**src/rtl/keypad_scan.sv**
```systemverilog
// 4x4 active-low matrix keypad scanner: column scan, tick-based debounce,
// one hex code per press on a valid/ready handshake, plus a 32-bit entry word.
module keypad_scan #(
    parameter int SCAN_DIV     = 50000,
    parameter int DEBOUNCE_CNT = 4
) (
    input  logic        clock,
    input  logic        reset,
    input  logic [3:0]  row_i,
    output logic [3:0]  col_o,
    output logic        key_valid_o,
    output logic [3:0]  key_code_o,
    input  logic        key_ready_i,
    output logic [31:0] word_o,
    output logic        overflow_o,
    input  logic        clear_i
);

    localparam int TW = $clog2(SCAN_DIV);
    localparam int CW = $clog2(DEBOUNCE_CNT + 1);
    localparam logic [TW-1:0] TICK_LAST = TW'(SCAN_DIV - 1);
    localparam logic [CW-1:0] CNT_LAST  = CW'(DEBOUNCE_CNT);

    typedef enum logic [1:0] {
        SCAN     = 2'd0,
        DEBOUNCE = 2'd1,
        PRESSED  = 2'd2
    } state_t;

    // Lowest-index low row wins when several rows are pulled down.
    function automatic logic [1:0] win_row(input logic [3:0] rows);
        logic [1:0] r;
        if (!rows[0])      r = 2'd0;
        else if (!rows[1]) r = 2'd1;
        else if (!rows[2]) r = 2'd2;
        else               r = 2'd3;
        return r;
    endfunction

    logic [3:0]    row_p0;
    logic [3:0]    row_p1;
    logic [TW-1:0] tick_cnt;
    logic          tick;

    state_t        state;
    state_t        state_n;
    logic [1:0]    col_idx;
    logic [1:0]    col_idx_n;
    logic [1:0]    lat_row;
    logic [1:0]    lat_row_n;
    logic [CW-1:0] debcnt;
    logic [CW-1:0] debcnt_n;
    logic [CW-1:0] relcnt;
    logic [CW-1:0] relcnt_n;
    logic          accept;
    logic          any_low;
    logic [1:0]    cur_row;
    logic [3:0]    code_new;
    logic          xfer_block;

    // Stage p0/p1: two-flop synchroniser on the asynchronous row inputs.
    always_ff @(posedge clock or negedge reset) begin
        if (!reset) begin
            row_p0 <= 4'hF;
            row_p1 <= 4'hF;
        end else begin
            row_p0 <= row_i;
            row_p1 <= row_p0;
        end
    end

    always_ff @(posedge clock or negedge reset) begin
        if (!reset) begin
            tick_cnt <= '0;
        end else if (tick) begin
            tick_cnt <= '0;
        end else begin
            tick_cnt <= tick_cnt + TW'(1);
        end
    end

    assign tick    = (tick_cnt == TICK_LAST);
    assign any_low = (row_p1 != 4'hF);
    assign cur_row = win_row(row_p1);
    assign col_o   = ~(4'b0001 << col_idx);

    always_ff @(posedge clock or negedge reset) begin
        if (!reset) begin
            state   <= SCAN;
            col_idx <= 2'd0;
            lat_row <= 2'd0;
            debcnt  <= '0;
            relcnt  <= '0;
        end else begin
            state   <= state_n;
            col_idx <= col_idx_n;
            lat_row <= lat_row_n;
            debcnt  <= debcnt_n;
            relcnt  <= relcnt_n;
        end
    end

    always_comb begin
        state_n   = state;
        col_idx_n = col_idx;
        lat_row_n = lat_row;
        debcnt_n  = debcnt;
        relcnt_n  = relcnt;
        accept    = 1'b0;
        if (tick) begin
            case (state)
                SCAN: begin
                    if (!any_low) begin
                        col_idx_n = col_idx + 2'd1;
                    end else begin
                        lat_row_n = cur_row;
                        debcnt_n  = CW'(1);
                        if (DEBOUNCE_CNT == 1) begin
                            accept   = 1'b1;
                            relcnt_n = '0;
                            state_n  = PRESSED;
                        end else begin
                            state_n = DEBOUNCE;
                        end
                    end
                end
                DEBOUNCE: begin
                    if (any_low && (cur_row == lat_row)) begin
                        debcnt_n = debcnt + CW'(1);
                        if (debcnt + CW'(1) == CNT_LAST) begin
                            accept   = 1'b1;
                            relcnt_n = '0;
                            state_n  = PRESSED;
                        end
                    end else begin
                        debcnt_n  = '0;
                        col_idx_n = col_idx + 2'd1;
                        state_n   = SCAN;
                    end
                end
                PRESSED: begin
                    // Column stays parked on the key until a clean release.
                    if (any_low) begin
                        relcnt_n = '0;
                    end else if (relcnt + CW'(1) == CNT_LAST) begin
                        relcnt_n  = '0;
                        col_idx_n = col_idx + 2'd1;
                        state_n   = SCAN;
                    end else begin
                        relcnt_n = relcnt + CW'(1);
                    end
                end
                default: begin
                    state_n = SCAN;
                end
            endcase
        end
    end

    assign code_new   = {lat_row_n, col_idx};
    assign xfer_block = key_valid_o && !key_ready_i;

    // Handshake: a pending code is never overwritten unless it transfers now.
    always_ff @(posedge clock or negedge reset) begin
        if (!reset) begin
            key_valid_o <= 1'b0;
            key_code_o  <= 4'h0;
        end else if (accept && !xfer_block) begin
            key_valid_o <= 1'b1;
            key_code_o  <= code_new;
        end else if (key_ready_i) begin
            key_valid_o <= 1'b0;
        end
    end

    always_ff @(posedge clock or negedge reset) begin
        if (!reset) begin
            word_o     <= '0;
            overflow_o <= 1'b0;
        end else begin
            if (clear_i) begin
                word_o <= accept ? {28'h0, code_new} : 32'h0;
            end else if (accept) begin
                word_o <= {word_o[27:0], code_new};
            end
            overflow_o <= (overflow_o & ~clear_i) | (accept & xfer_block);
        end
    end

endmodule

```
**config.mk**
```make
export PLATFORM = sky130hd
export DESIGN_NAME = keypad_scan
export DESIGN_NICKNAME = d
export VERILOG_FILES = /design/src/rtl/keypad_scan.sv
export SDC_FILE = /design/constraint.sdc
export NUM_CORES = 1
export LEC_CHECK = 0
export ABC_AREA = 1
export BUFFER_PORTS_ARGS = -buffer_cell sky130_fd_sc_hd__buf_2
export CAP_MARGIN = 25
export CORE_MARGIN = 5
export CORE_UTILIZATION = 62
export DETAILED_ROUTE_END_ITERATION = 7
export PLACE_DENSITY = 0.85
export SLEW_MARGIN = 15
export SYNTH_ARGS = -nofsm -noshare
export SYNTH_HDL_FRONTEND = slang
export SYNTH_SLANG_ARGS = --single-unit
```
**constraint.sdc**
```tcl
create_clock -name clock -period 4.2 [get_ports clock]
set_clock_uncertainty 0.05 [all_clocks]
set_input_delay 0.84 -clock clock [delete_from_list [all_inputs] [get_ports clock]]
set_output_delay 0.84 -clock clock [all_outputs]
set_load 0.01 [all_outputs]
```
# == Word-level counts from Yosys, hierarchy flattened ==
# Index checks and enable logic that the tools add are counted.
# totals
register_bits,74
latchBits,0
ram_bits,0
rom_bits,0
input_bits,8
output_inout_bits,42
n_memories,0
# op_classes
n_addsub,4
multipliers,0
div_mod_pow,0
magnitude_cmp,0
n_eq_ne,15
shifts,1
mux,35
bitwise,5
reduce_logical,15
# ops
cell,count
$mux W32,2
$mux W2,14
$mux W3,6
$add A16 B1 Y16 const B,1
$eq A16 B16 Y1 const B,1
$mux W16,1
$ne A2 B2 Y1 const B,7
$pmux W2 S3,2
$pmux W3 S2,2
$reduce_bool A2 Y1,4
$mux W1,7
$add A3 B1 Y3 const B,2
$eq A3 B3 Y1 const B,2
$reduce_and A6 Y1,1
$reduce_and A5 Y1,1
$mux W4,1
$ne A4 B4 Y1 const B,1
$not A4 Y4,1
$reduce_and A4 Y1,1
$shl A1 B2 Y4 const A,1
$logic_and A1 B1 Y1,3
$ne A3 B3 Y1 const B,1
$reduce_and A3 Y1,1
$reduce_bool A3 Y1,1
other kinds (9),11

# == Depth between registers and ports, before layout ==
# depth
depth_word,10
mapped_depth,12
mapped_depth_nobuf,12

# == Worst setup path after synthesis ==
# No wires, ideal clock.
# synth_timing
path_type,reg-to-reg
startpoint,register tick_cnt[0]
endpoint,register word_o[12]
setup_ps,117
arrival_ps,1595
required_ps,4033
path_slack_ps,2438
path_stages_with_launch,11
n_path_buf,2
synth_period_minus_slack_ps,1762
path_cell_list,dfrtp_1 ha_1 nand2_1 nor2_4 nand4_2 nor2_8 nand3_4 buf_6 buf_6 nand3_2 nand2_1
# synth_between
elab_chain_len,3
# synth_lines
item,line,source
start: declaration,42,logic [TW-1:0] tick_cnt;
start signal: assignment,78,tick_cnt <= tick_cnt + TW'(1);
$eq A16 B16 Y1,82,assign tick = (tick_cnt == TICK_LAST);
$mux W1,110,if (tick) begin
$reduce_bool A2 Y1 (no source line),n/a,
end signal: assignment,182,"word_o <= accept ? {28'h0, code_new} : 32'h0;"
end signal: assignment,184,"word_o <= {word_o[27:0], code_new};"
end: declaration,14,"output logic [31:0] word_o,"
# Every way passes these cells.
# A chain may end at the register's enable or synchronous reset.

# == Worst setup path in the final report ==
# layout_timing
startpoint,register tick_cnt[0]
endpoint,register word_o[19]
# Same word-level chain as after synthesis.

==> flow_metrics.py <==
metrics = {
    "placement": {
        "dp_hpwl_um": 5420,
        "dpl_cell_area_mm2": 0.00394,
        "dpl.cell_count": 531,
        "port_buffers": 49,
        "gp_congestion": 0.923,
        "place_ws_ns": 1.72,
    },
    "synth": {
        "synth_area_mm2": 0.00366,
        "yosysWarnings": 0,
        "ys_seq_area_frac": 0.508,
        "synth_area_per_cell_um2": 8.83,
        "yosysUniqueCellTypes": 33,
        "synth-edff-count": 0,
        "synth-seq-cells": 74,
        "synth.net_count": 433,
        "synthFlopType": "dfrtp_1",
        "syn_inst": 415,
        "async_reset_ff_frac": 1.00,
    },
    "critical_path": {
        "slowest_stage": "nor2_8",
        "path_delay_family": "simple AND/OR/NAND/NOR gates",
        "endpoint_kind": "flop",
        "crit_fanout": 38,
        "path_cells": "ha_1 > nand2_1 > nor2_4 > nand4_2 > nor2_8 > nand3_4 > nor2_8 > nand2_1 > nand2_1",
        "start_kind": "flop",
        "arrival_ns": 2.77,
        "crit_required_ns": 4.46,
        "critical_path.max_stage_delay_ns": 0.51,
        "crit_type": "reg -> reg",
        "cpMostUsedCell": "nand2_1",
        "path_buf_inv": 0,
    },
    "sta": {
        "hold_ws_ns": 0.284,
        "finalSetupTns_ns": 0,
        "worst_pin_slew_ns": 0.600,
        "min_period_ns": 2.51,
        "slew_headroom": 0.600,
        "timing.fmax_ghz": 0.399,
        "maxSlewViolCount": 0,
        "post-route-worst-setup-slack_ns": 1.69,
        "setup_viol": 0,
        "hold_viol": 0,
        "rsz0062_at_grt": "no",
        "fin_crit_sh": 0.597,
    },
    "clocking": {
        "cts_setup_buffers": 0,
        "htreeDepth": 3,
        "cts.sinks": 74,
        "post_cts_resized": 0,
        "cts_tree": "built",
        "clk_pin_slew_ns": 0.09,
        "cts_root_buf": "clkbuf_8",
        "cts_buffers": 9,
        "clk_path_buf_depth": 2,
        "insertion_delay_ns": 0.36,
        "postCtsHoldBufs": 0,
    },
    "floorplanning": {
        "core-area_mm2": 0.00585,
        "rows": 28,
        "die_h_um": 86.9,
        "start_util": 0.626,
        "io_pins": 50,
        "fp.dieW_um": 86.9,
        "die_area_mm2": 0.00755,
    },
    "drt": {
        "post_drt_wl_per_cell_um": 14.1,
        "viasPerCell": 5.49,
        "vias": 3007,
        "drc_errors": 0,
        "first_iter_violations": 231,
        "drtAntennaViolNets": 0,
        "wl_um": 7740,
        "drt-pass1-iter-count": 6,
    },
    "cells_and_area": {
        "multi_input_area_mm2": 0.00154,
        "n_antenna_cell": 0,
        "final_cell_mix": "133 x nand2_1, 66 x dfrtp_1, 49 x buf_2",
        "area_growth_pct": 13.7,
        "post-route-util": 0.712,
        "final_cell_count_no_fill": 548,
        "layout_commonest_cell": "nand2_1",
        "drive_gt1_frac": 0.237,
        "layout.area.seq_mm2": 0.00186,
        "final_nets": 486,
        "fillCellCount": 426,
        "fin_area_mm2": 0.00417,
    },
    "grt": {
        "antenna_found_initial": 0,
        "grt_max_degree": 46,
        "grt_use_total": 0.224,
        "grt_first_pass_wirelength_um": 13000,
        "grt_pass1_vias": 2745,
        "grt-ovfl-total": 0,
    },
    "min_path": {
        "holdCritPathClass": "in -> async",
    },
    "run_status": {
        "status": "completed",
    },
    "flow_run": {
        "maxCapViolCount": 0,
    },
    "pwr": {
        "p_leak_nw": 2.30,
        "power_mw": 1.34,
        "peakVddDrop_uv": 262,
        "power_density_mw_per_mm2": 322,
    },
}
## Yosys cell counts (6+ instances only)
cell type | instances | area (µm²)
nor3_1 | 10 | 50.1
nand3_2 | 20 | 200
dfstp_2 | 8 | 210
xor2_1 | 7 | 61.3
ha_1 | 10 | 125
inv_1 | 42 | 158
buf_6 | 6 | 67.6
o21ai_0 | 11 | 55.1
dfrtp_1 | 66 | 1650
nand2_1 | 133 | 499
nand3_1 | 26 | 130
nand4_1 | 7 | 43.8
nor2_1 | 31 | 116
## path summary, 6_finish.rpt
kind | depth (start not counted) | end | startpoint | slack, ns
max | 9 | word_o[19] | tick_cnt[0] | 1.69
max reg2reg | 9 | word_o[19] | tick_cnt[0] | 1.69
min reg2reg | 0 | row_p1[0] | row_p0[0] | 0.31
min | 1 | state[0] | reset | 0.28
max in group asynchronous | 3 | word_o[18] | reset | 3.08
min in group clock | 0 | row_p1[0] | row_p0[0] | 0.31
## layout make-up
class | instances | area share
Sequential cell | 74 | 0.447
Multi-Input combinational cell | 285 | 0.370
Timing Repair Buffer | 53 | 0.0691
Inverter | 45 | 0.0405
Clock buffer | 10 | 0.0330
Tap cell | 75 | 0.0225
Clock inverter | 6 | 0.0177
## worst register-to-register path, stage by stage (launching register included)
cell and delay [ns]:
dfrtp_1 0.38, ha_1 0.19, nand2_1 0.09, nor2_4 0.17
nand4_2 0.17, nor2_8 0.20, nand3_4 0.49, nor2_8 0.51
nand2_1 0.12, nand2_1 0.08
## per-layer routing
metal / GRT usage / wire length [µm] / up-vias
li1: - / - / 1430
met1: 0.302 / 3280 / 1424
met2: 0.344 / 3690 / 126
met3: 0.0643 / 599 / 27
met4: 0.0807 / 170 / 0
met5: 0 / 0 / -
## report_power, final
group	switching (mW)	internal (mW)	total, mW
registers	0.00144	0.719	0.720
clock network	0.287	0.296	0.583
logic	0.0281	0.00892	0.0370
## registers in the layout, indices dropped and copies added, names as in the netlist
name,count
lat_row,2
overflow_o,1
tick_cnt,16
word_o,32
debcnt,3
col_idx,2
state,2
key_code_o,4
key_valid_o,1
row_p1,4
row_p0,4
relcnt,3
## kinds of logic (layout without fill, tap and decap cells)
| family | after synthesis | in the layout | share of synthesized area |
|---|---|---|---|
| and+or+nand+nor | 243 | 243 | 0.330 |
| DFF | 74 | 74 | 0.508 |
| buffers and inverters | 56 | 114 | 0.0710 |
| AOI/OAI and AO/OA | 23 | 23 | 0.0352 |
| adders and majority gates | 10 | 10 | 0.0341 |
| xor gates and xnor gates | 9 | 9 | 0.0215 |
No activity file was read; power rests on OpenSTA's default activity.
